$ cat config.mk
export PLATFORM = sky130hd
export DESIGN_NAME = simon_seq_engine
export DESIGN_NICKNAME = d
export VERILOG_FILES = /design/src/rtl/simon_seq_engine.sv
export SDC_FILE = /design/constraint.sdc
export NUM_CORES = 1
export LEC_CHECK = 0
export ABC_CLOCK_PERIOD_IN_PS = 5250
export BUFFER_PORTS_ARGS = -buffer_cell sky130_fd_sc_hd__buf_4
export CAP_MARGIN = 20
export CORE_ASPECT_RATIO = 1.1
export CORE_UTILIZATION = 60
export CTS_CLUSTER_DIAMETER = 100
export DETAILED_ROUTE_END_ITERATION = 12
export PLACE_DENSITY_LB_ADDON = 0.12
export SYNTH_ARGS = -nofsm -noshare
export SYNTH_HDL_FRONTEND = slang
export SYNTH_SLANG_ARGS = --single-unit
export TNS_END_PERCENT = 20
$ cat constraint.sdc
create_clock -name clk -period 5.25 [get_ports clk]
set_input_delay 1.575 -clock clk [delete_from_list [all_inputs] [get_ports clk]]
set_output_delay 1.575 -clock clk [all_outputs]
set_load 0.03 [all_outputs]
$ cat src/rtl/simon_seq_engine.sv
// Simon Says round sequencer: grows a random colour sequence, plays it back on
// four LEDs, then checks the player's presses against it within a timeout.
module simon_seq_engine #(
    parameter int MAX_LEN       = 16,
    parameter int ON_TICKS      = 4,
    parameter int OFF_TICKS     = 2,
    parameter int TIMEOUT_TICKS = 32,
    localparam int LW           = $clog2(MAX_LEN + 1)
) (
    input  logic          clk,
    input  logic          nrst,
    input  logic [7:0]    rand_in,
    input  logic          start,
    input  logic          tick,
    input  logic [3:0]    btn,
    output logic [3:0]    led,
    output logic          await_input,
    output logic          busy,
    output logic [LW-1:0] level,
    output logic          win,
    output logic          lose
);
    localparam int AW = $clog2(MAX_LEN);

    typedef enum logic [2:0] {
        S_IDLE, S_ADD, S_SHOW_ON, S_SHOW_OFF, S_WAIT_IN, S_WIN, S_LOSE
    } state_t;

    state_t        r_state;
    logic [LW-1:0] r_len;
    logic [LW-1:0] r_idx;
    logic [7:0]    r_cnt;
    logic [1:0]    r_mem [MAX_LEN];
    logic [3:0]    r_led;
    logic          r_await;
    logic          r_busy;
    logic          r_win;
    logic          r_lose;

    state_t        w_state;
    logic [LW-1:0] w_len;
    logic [LW-1:0] w_idx;
    logic [7:0]    w_cnt;
    logic          w_we;
    logic          w_last;
    logic [3:0]    w_exp;
    logic [1:0]    w_color;
    logic          w_unused_rand;

    function automatic logic [3:0] onehot(input logic [1:0] c);
        return 4'b0001 << c;
    endfunction

    assign w_unused_rand = ^rand_in[7:2];
    assign w_last        = (r_idx == r_len - LW'(1));
    assign w_exp         = onehot(r_mem[r_idx[AW-1:0]]);
    // The first colour of a new game is written in the same cycle it is first shown.
    assign w_color       = (r_state == S_ADD && r_len == '0) ? rand_in[1:0]
                                                             : r_mem[w_idx[AW-1:0]];

    always_comb begin
        w_state = r_state;
        w_len   = r_len;
        w_idx   = r_idx;
        w_cnt   = r_cnt;
        w_we    = 1'b0;
        case (r_state)
            S_IDLE, S_WIN, S_LOSE: begin
                if (start) begin
                    w_len   = '0;
                    w_idx   = '0;
                    w_state = S_ADD;
                end
            end
            S_ADD: begin
                w_we    = 1'b1;
                w_len   = r_len + LW'(1);
                w_idx   = '0;
                w_cnt   = '0;
                w_state = S_SHOW_ON;
            end
            S_SHOW_ON: begin
                if (tick) begin
                    if (r_cnt == 8'(ON_TICKS - 1)) begin
                        w_cnt   = '0;
                        w_state = S_SHOW_OFF;
                    end else begin
                        w_cnt = r_cnt + 8'd1;
                    end
                end
            end
            S_SHOW_OFF: begin
                if (tick) begin
                    if (r_cnt == 8'(OFF_TICKS - 1)) begin
                        w_cnt = '0;
                        if (w_last) begin
                            w_idx   = '0;
                            w_state = S_WAIT_IN;
                        end else begin
                            w_idx   = r_idx + LW'(1);
                            w_state = S_SHOW_ON;
                        end
                    end else begin
                        w_cnt = r_cnt + 8'd1;
                    end
                end
            end
            S_WAIT_IN: begin
                // A press takes priority over a simultaneous tick.
                if (btn != 4'b0000) begin
                    w_cnt = '0;
                    if (btn != w_exp) begin
                        w_state = S_LOSE;
                    end else if (!w_last) begin
                        w_idx = r_idx + LW'(1);
                    end else if (r_len == LW'(MAX_LEN)) begin
                        w_state = S_WIN;
                    end else begin
                        w_state = S_ADD;
                    end
                end else if (tick) begin
                    if (r_cnt == 8'(TIMEOUT_TICKS - 1)) begin
                        w_state = S_LOSE;
                    end else begin
                        w_cnt = r_cnt + 8'd1;
                    end
                end
            end
            default: w_state = S_IDLE;
        endcase
    end

    always_ff @(posedge clk or negedge nrst) begin
        if (!nrst) begin
            r_state <= S_IDLE;
            r_len   <= '0;
            r_idx   <= '0;
            r_cnt   <= '0;
            r_led   <= '0;
            r_await <= 1'b0;
            r_busy  <= 1'b0;
            r_win   <= 1'b0;
            r_lose  <= 1'b0;
        end else begin
            r_state <= w_state;
            r_len   <= w_len;
            r_idx   <= w_idx;
            r_cnt   <= w_cnt;
            r_led   <= (w_state == S_SHOW_ON) ? onehot(w_color) : 4'b0000;
            r_await <= (w_state == S_WAIT_IN);
            r_busy  <= (w_state == S_ADD) || (w_state == S_SHOW_ON) ||
                       (w_state == S_SHOW_OFF) || (w_state == S_WAIT_IN);
            r_win   <= (w_state == S_WIN);
            r_lose  <= (w_state == S_LOSE);
        end
    end

    always_ff @(posedge clk) begin
        if (w_we) begin
            r_mem[r_len[AW-1:0]] <= rand_in[1:0];
        end
    end

    assign led         = r_led;
    assign await_input = r_await;
    assign busy        = r_busy;
    assign level       = r_len;
    assign win         = r_win;
    assign lose        = r_lose;
endmodule
==> results of run 1 <==
per-stage QoR:
| stage | power, W | setup slack [ps] | hold slack (ps) | area [um^2] | util, % |
|---|---|---|---|---|---|
| 3_5_place_dp | 0.00135 | 653 | 499 | 3850 | 66.4 |
| 2_1_floorplan | 0.00119 | 652 | 460 | 3630 | - |
| 3_3_place_gp | 0.00133 | 681 | 489 | 3850 | 66.4 |
| 5_1_grt | 0.00180 | 292 | 549 | 4020 | 69.2 |
| 6_report | 0.00170 | 664 | 506 | 4020 | 69.2 |
| 4_1_cts | 0.00170 | 649 | 511 | 4020 | 69.2 |
path summary, 6_finish.rpt:
check,to,slack (ps)
setup / recovery,led[1],660
hold / removal,r_cnt[6],510
setup reg to reg,led[1],660
hold reg to reg,r_cnt[6],510
max in group asynchronous,level[4],3820
min in group asynchronous,r_idx[2],1150
area by class of cell:
type | instances | area (um^2)
tap | 77 | 96.3
clock inverter | 7 | 41.3
clock buffer | 9 | 124
timing repair buffer | 28 | 210
fill | 462 | 1790
multi-input combinational | 241 | 1820
inverter | 11 | 41.3
sequential | 61 | 1690
kinds of logic (layout without fill, tap and decap cells):
family | after synthesis | after routing
AO/OA/AOI/OAI | 52 | 52
AND/OR/NAND/NOR | 130 | 130
flip-flops | 61 | 61
multiplexers | 39 | 39
adder cells (fa/ha/maj) | 8 | 8
XOR/XNOR | 12 | 12
buffers and inverters | 25 | 55
cell usage in the layout (no fill, tap or decap), types with 3 or more instances in the layout:
cell      count
nor3b_1       5
xnor2_1       7
edfxtp_1     32
buf_4        28
o21ai_0      10
and3_1        3
and2_1        4
mux4_1        4
mux2_2        7
mux2i_1      22
inv_1        11
o31ai_1       6
nor3_1       12
nand4_1       3
clkbuf_8      9
xor2_1        5
dfrtp_1      29
nor2_1       37
nor4_1        3
mux4_2        3
nand2b_1      8
a211oi_1      4
or3_1         7
nand3_1      14
nor2b_1       9
a21oi_1       7
nand2_1      18
ha_1          8
state kept, by name (all words and copies together) (netlist names):
register     flops
r_mem           32
lose             1
await_input      1
busy             1
led              4
win              1
r_cnt            8
r_state          3
level            5
r_idx            5
power by group through the flow:
stage	logic (W)	clock network, W	registers (W)
floorplan	0.000546	0	0.000645
global placement	0.000659	0	0.000675
detailed placement	0.000669	0	0.000676
CTS	0.000672	0.000359	0.000667
global route	0.000735	0.000381	0.000679
finish	0.000674	0.000356	0.000669
routing by layer:
metal / wire length [um] / part of all wire (%) / up-vias
li1: - / - / 1282
met2: 3700 / 47 / 82
met1: 3600 / 46 / 1253
met3: 449 / 5.7 / 15
met5: 0 / 0 / -
met4: 157 / 2.0 / 0
==> flow_summary.ini, run 1 <==
[run_status]
status = finished clean

[synthesis]
ys.warnings.count = 0
synth-compound-area-share_pct = 11.8
synth_top_area_share_pct = 26.5
synthXorXnorAreaFrac_pct = 2.89
synth_edf_count = 32
synth-simple-area-share_pct = 18.6
synth_top_family_by_area = simple AND/OR/NAND/NOR gates
netlist_top_cells_area = edfxtp_1 26%, dfrtp_1 20%, mux2i_1 6.1%, nor2_1 3.8%, mux4_1 2.9%
yosysSeqAreaShare_pct = 46.5
synth_mux_area_share_pct = 14.1
synth_seq_cells = 61
synth.cell_area_um2 = 3630
syn_avg_cell_area_um2 = 11.1
async_flop_share_pct = 47.5
synth_common_cells = 37 x nor2_1, 32 x edfxtp_1, 29 x dfrtp_1
syn-num-nets = 351
syn_inst = 327
synth_ff_type = edfxtp_1
yosysMostFrequentCell = nor2_1
synth_cell_types = 57
synthAdderAreaFrac_pct = 2.76
synth_area_leader_cell = edfxtp_1

[timing]
final.setup.tns_ps = 0
period_share_pct = 87.4
rsz0062_at_grt = false
finalHoldViolCount = 0
skew_ps = 9.41
slew_headroom_pct = 60.5
max_clock_freq_mhz = 218
slew_violations = 0
fin_crit_ps = 4590
setup_viol_count_final = 0
tightest_slew_ps = 587

[setup_path]
cp_common_cell = mux2i_1
crit_family = multiplexers
crit_arrival_ps = 4860
end_kind = register
crit_cells = 13
path_buf_inv = 1
critPathLaunchType = register
reg2reg_from = r_idx[0]
critPathSlowestCell = dfrtp_1
cp.required_ps = 5520
crit_chain = mux4_1 > mux2i_1 > mux2i_2 > mux2i_1 > or4_4 > and2_4 > o311ai_4 > buf_4 > mux2_2 > nor3_1 > a2111oi_4 > a2111oi_1 > nor2b_1
path_class = register to register
startpoint = r_idx[0]
rr_worst_depth = 13
worst-path-max-fanout = 10
slowest_delay_ps = 700

[detailed_routing]
drc = 0
drt-vias-per-instance = 6.06
wl_um = 7910
via_count = 2632
drt_iter0_markers = 245
dr.pass1.iters = 5
wl_per_cell_um = 18.2
antenna_left = 0

[placed_design]
numPortBuffers = 22
place_congestion = 0.801
place_inst = 418
dp_hpwl_um = 5730

[power]
p_leak_nw = 1.55
power_frac_seq_pct = 39.3
combPwrFrac_pct = 39.7
power_density_nw_per_um2 = 423
ir_drop_mv = 0.227
netSwitchingFraction_pct = 38.6
switchingPower_w = 0.000656
intPower_w = 0.00104
clkPwrFrac_pct = 21.0

[clock_network]
cts_buffer_depth = 2
hold_buffers = 0
numClockSinks = 61
htreeDepth = 3
cts_resized = 0
clk_pin_slew_ps = 70
root_buffer = clkbuf_8
cts_buffers = 9
cts_tree = done
clk_latency_ps = 340
postCtsSetupBuffers = 0

[floorplan]
row_count = 29
initial_utilization_pct = 62.5
die-area_um2 = 6370
dieWidth_um = 76.2
chipHeight_um = 83.6
core_area_um2 = 5810
io_pins = 29

[global_routing]
antenna_found_initial = 0
grt_max_degree = 30
use_met1_pct = 37.6
grt_pass1_vias = 2491
met3_usage_pct = 3.06
use_met2_pct = 41.8
grt_overflow_total = 0
grt_pass1_wl_um = 12800
busiest_layer = met2
grt_usage_pct = 26.6

[hold_path]
hold_path.class = register to register
min_from = r_cnt[6]
hold_path_depth = 1

[flow_run]
cap_violations = 0

[final_layout]
areaGrowthSynthToFinish_pct = 10.7
final_cell_count_no_fill = 434
antenna_cells = 0
layout-drive-gt1-share_pct = 19.0
nets = 376
(Power assumes the default switching activity.)
==> run 2, diff against run 1 <==
- ABC_CLOCK_PERIOD_IN_PS: 5250 -> 5620
- CORE_UTILIZATION: 60 -> 45
- clock period: 5.25 -> 5.62 ns (I/O delays scaled with it)
==> flow_summary.ini, run 2 (synthesis gave the netlist of run 1 again) <==
[clock_network]
cts_tree = done
root_buffer = clkbuf_8
clk_latency_ps = 340
clk_pin_slew_ps = 70
numClockSinks = 61
cts_resized = 0
cts_buffers = 9
postCtsSetupBuffers = 0
cts_buffer_depth = 2
htreeDepth = 3
hold_buffers = 0

[flow_run]
cap_violations = 0

[placed_design]
place_congestion = 0.786
numPortBuffers = 22
place_inst = 448
dp_hpwl_um = 5570

[setup_path]
path_class = register to register
worst-path-max-fanout = 13
end_kind = register
critPathLaunchType = register
cp.required_ps = 5880
crit_arrival_ps = 5010

[detailed_routing]
antenna_left = 0
drt_iter0_markers = 150
drt-vias-per-instance = 5.58
drc = 0
dr.pass1.iters = 5
wl_per_cell_um = 16.8
wl_um = 7810
via_count = 2587

[timing]
max_clock_freq_mhz = 211
slew_headroom_pct = 56.3
rsz0062_at_grt = false
slew_violations = 0
fin_crit_ps = 4750
skew_ps = 5.46
finalHoldViolCount = 0
setup_viol_count_final = 0
tightest_slew_ps = 655
hold_ws_ps = 498
period_share_pct = 84.5
final.setup.tns_ps = 0

[global_routing]
grt_pass1_wl_um = 13000
antenna_found_initial = 0
grt_usage_pct = 21.0
grt_overflow_total = 0
grt_max_degree = 30
grt_pass1_vias = 2590

[power]
clkPwrFrac_pct = 23.5
intPower_w = 0.00102
combPwrFrac_pct = 38.4
netSwitchingFraction_pct = 37.6
switchingPower_w = 0.000612
power_frac_seq_pct = 38.1
p_leak_nw = 1.55
power_density_nw_per_um2 = 400
ir_drop_mv = 0.171
power_w = 0.00163

[final_layout]
nets = 375
final_common_cell = nor2_1
largest_reg_flops = 32
final_cell_count_no_fill = 464
final_util_pct = 51.8
layout-drive-gt1-share_pct = 18.8
antenna_cells = 0
most-common-layout-cells = 37 x nor2_1, 32 x edfxtp_1, 29 x dfrtp_1, 27 x buf_4, 22 x mux2i_1
areaGrowthSynthToFinish_pct = 12.2

[floorplan]
dieWidth_um = 87.6
chipHeight_um = 96.2
initial_utilization_pct = 46.1
io_pins = 29
core_area_um2 = 7870
row_count = 34
die-area_um2 = 8430

[hold_path]
hold_path.class = register to register

[run_status]
status = finished clean
run 2: cell type report:
type	instances	area [um^2]
Clock buffer	10	128
Clock inverter	6	62.6
Inverter	11	41.3
Tap cell	108	135
Sequential cell	61	1690
Timing Repair Buffer	27	203
Multi-Input combinational cell	241	1820
Fill cell	699	3790
run 2: critical path, stage by stage (launching register included):
cell and delay [ps]:
dfrtp_1 500, inv_1 130, ha_1 270, and2_1 180, o21a_1 180, o32a_1 340
nor4_1 280, buf_4 230, inv_1 70, ha_1 310, o311ai_4 450, buf_4 320
mux2_2 360, nor3b_1 250, a2111oi_2 80, a211oi_1 450, nor3b_1 240
run 2: metal layers:
metal  track usage [%]  wire, um  vias up
met5                 0         0        -
met4              5.87        96        0
met3              5.32       270        9
met2              35.6      3890       47
met1              26.5      3540     1265
li1                  -         -     1266
run 2: final timing paths:
kind | start | end | slack (ps) | depth (start not counted)
max reg2reg | level[0] | led[2] | 870 | 16
max in group asynchronous | nrst | r_cnt[2] | 4060 | 1
max | level[0] | led[2] | 870 | 16
min | r_cnt[6] | r_cnt[6] | 500 | 1
min reg2reg | r_cnt[6] | r_cnt[6] | 500 | 1
min in group asynchronous | nrst | await_input | 1260 | 1
run 2: per-stage QoR:
stage                     setup slack [ps]  area [um^2]
after floorplan                       1020         3630
after detailed placement               706         3880
after global placement                 769         3880
final                                  873         4080
after CTS                              829         4080
after global routing                   544         4080
run 2: power groups by stage:
stage,Combinational (W),Sequential (W),Clock (W)
floorplan,0.000510,0.000602,0
global route,0.000695,0.000635,0.000410
global placement,0.000625,0.000629,0
finish,0.000626,0.000621,0.000384
detailed placement,0.000630,0.000629,0
CTS,0.000633,0.000620,0.000392
==> run 3, diff against run 2 <==
- ABC_CLOCK_PERIOD_IN_PS: 5620 -> 3900
- clock period: 5.62 -> 3.9 ns (I/O delays scaled with it)
==> flow_summary.ini, run 3 (synthesis gave the netlist of run 1 again) <==
[run_status]
status = complete, but fails checks
violations = setup timing

[global_routing]
antenna_found_initial = 0
grt_overflow_total = 0
grt_pass1_vias = 2799
grt_usage_pct = 22.6
grt_pass1_wl_um = 14200
grt_max_degree = 30

[setup_path]
r2r_slack_ps = -160
rr_worst_depth = 13
slowest_delay_ps = 540
cp.required_ps = 4170
crit_arrival_ps = 4340
crit_chain = buf_4 > mux4_2 > mux2i_2 > mux2i_2 > mux2i_1 > or4_4 > and2_4 > buf_4 > or4_4 > nand4_4 > mux2_4 > a2111oi_4 > nor2b_2
critPathLaunchType = register
path_class = register to register
end_kind = register
worst-path-max-fanout = 8
r2r-end = led[1]
path_buf_inv = 2
crit_family = simple AND/OR/NAND/NOR gates
reg2reg_from = r_idx[0]
critPathSlowestCell = or4_4

[timing]
final.setup.tns_ps = -523
max_clock_freq_mhz = 246
slew_violations = 0
final.setup.worst_slack_ps = -164
fin_crit_ps = 4060
slew_headroom_pct = 52.1
finalHoldViolCount = 0
period_share_pct = 104
skew_ps = 7.71
rsz0062_at_grt = true
tightest_slew_ps = 711
setup_viol_count_final = 4

[clock_network]
cts_buffers = 9
hold_buffers = 0
cts_buffer_depth = 2
root_buffer = clkbuf_8
clk_latency_ps = 340
clk_pin_slew_ps = 70
numClockSinks = 61
cts_tree = done
htreeDepth = 3

[placed_design]
pre_cts_ws_ps = -377
numPortBuffers = 22
dp_hpwl_um = 5880
place_inst = 477
place_congestion = 0.825

[final_layout]
largest_reg_flops = 32
final_util_pct = 57.9
most-common-layout-cells = 59 x buf_4, 37 x nor2_1, 32 x edfxtp_1, 26 x dfrtp_1, 21 x mux2i_1
nets = 413
areaGrowthSynthToFinish_pct = 25.6
layout-drive-gt1-share_pct = 33.0
antenna_cells = 0
final_cell_count_no_fill = 502
final_common_cell = buf_4

[floorplan]
row_count = 34
initial_utilization_pct = 46.1
chipHeight_um = 96.2
die-area_um2 = 8430
core_area_um2 = 7870
dieWidth_um = 87.6
io_pins = 29

[hold_path]
min_delay_worst_endpoint = r_cnt[6]
hold_path.class = register to register
min_from = r_cnt[6]
hold_path_depth = 1

[power]
power_w = 0.00268
ir_drop_mv = 0.253
p_leak_nw = 1.79
power_density_nw_per_um2 = 588

[flow_run]
cap_violations = 0

[detailed_routing]
dr.pass1.iters = 4
drc = 0
drt-vias-per-instance = 5.49
via_count = 2754
wl_um = 8400
wl_per_cell_um = 16.7
drt_iter0_markers = 75
antenna_left = 0
## run 3: cell types whose count changed in the layout (fill, tap and decap cells not counted), moves of 3 or more
cell,delta
buf_12,+3
buf_4,+32
mux2_4,+3
clkinv_4,+3
dfrtp_2,+3
a2111oi_4,+3
nor3b_1,-3
dfrtp_1,-3
## run 3: timing repair
| item | in CTS | in global routing |
|---|---|---|
| gates resized for setup | 23 | 2 |
| endpoints found under the setup margin | 4 | 4 |
| pin swaps | 10 | 4 |
| buffers inserted | 8 | 0 |
| cloned | 1 | 0 |
## run 3: worst max-delay path by stage
stage,from,to,slack (ps),cells after the start
after floorplan,r_idx[0],led[1],-0.3,14
after global placement,r_idx[0],led[2],-400,12
after detailed placement,r_idx[0],led[2],-380,12
after CTS,r_idx[0],led[1],-140,13
after global routing,r_idx[0],led[1],-340,15
final,r_idx[0],led[1],-160,13
## run 3: metrics by stage
step           instance area [um^2]  hold slack, ps
6_report                       4560             507
3_3_place_gp                   4170             499
2_1_floorplan                  3680             460
3_5_place_dp                   4170             496
5_1_grt                        4560             540
4_1_cts                        4550             508
## run 3: worst register-to-register path, stage by stage, from the launching register on
cell,delay [ps]
dfrtp_2,460
buf_4,150
mux4_2,520
mux2i_2,180
mux2i_2,120
mux2i_1,140
or4_4,540
and2_4,180
buf_4,130
or4_4,480
nand4_4,220
mux2_4,370
a2111oi_4,300
nor2b_2,190
## run 3: area by class of cell
| type | count | area, um^2 |
|---|---|---|
| Fill cell | 716 | 3310 |
| Inverter | 11 | 41.3 |
| Multi-Input combinational cell | 241 | 1970 |
| Clock buffer | 9 | 124 |
| Clock inverter | 7 | 50.0 |
| Sequential cell | 61 | 1690 |
| Tap cell | 108 | 135 |
| Timing Repair Buffer | 65 | 553 |
## run 3: routing by layer
layer  part of all wire, %  GRT usage, %  up-vias
li1                      -             -     1347
met1                    44          27.8     1341
met2                    50          39.6       54
met3                   3.5          4.12       12
met4                   2.3          8.61        0
met5                     0             0        -
## run 3: power by group
group | internal, W | total, W | switching, W
logic | 0.000701 | 0.00135 | 0.000652
clock network | 0.000232 | 0.000493 | 0.000261
registers | 0.000748 | 0.000836 | 0.0000884
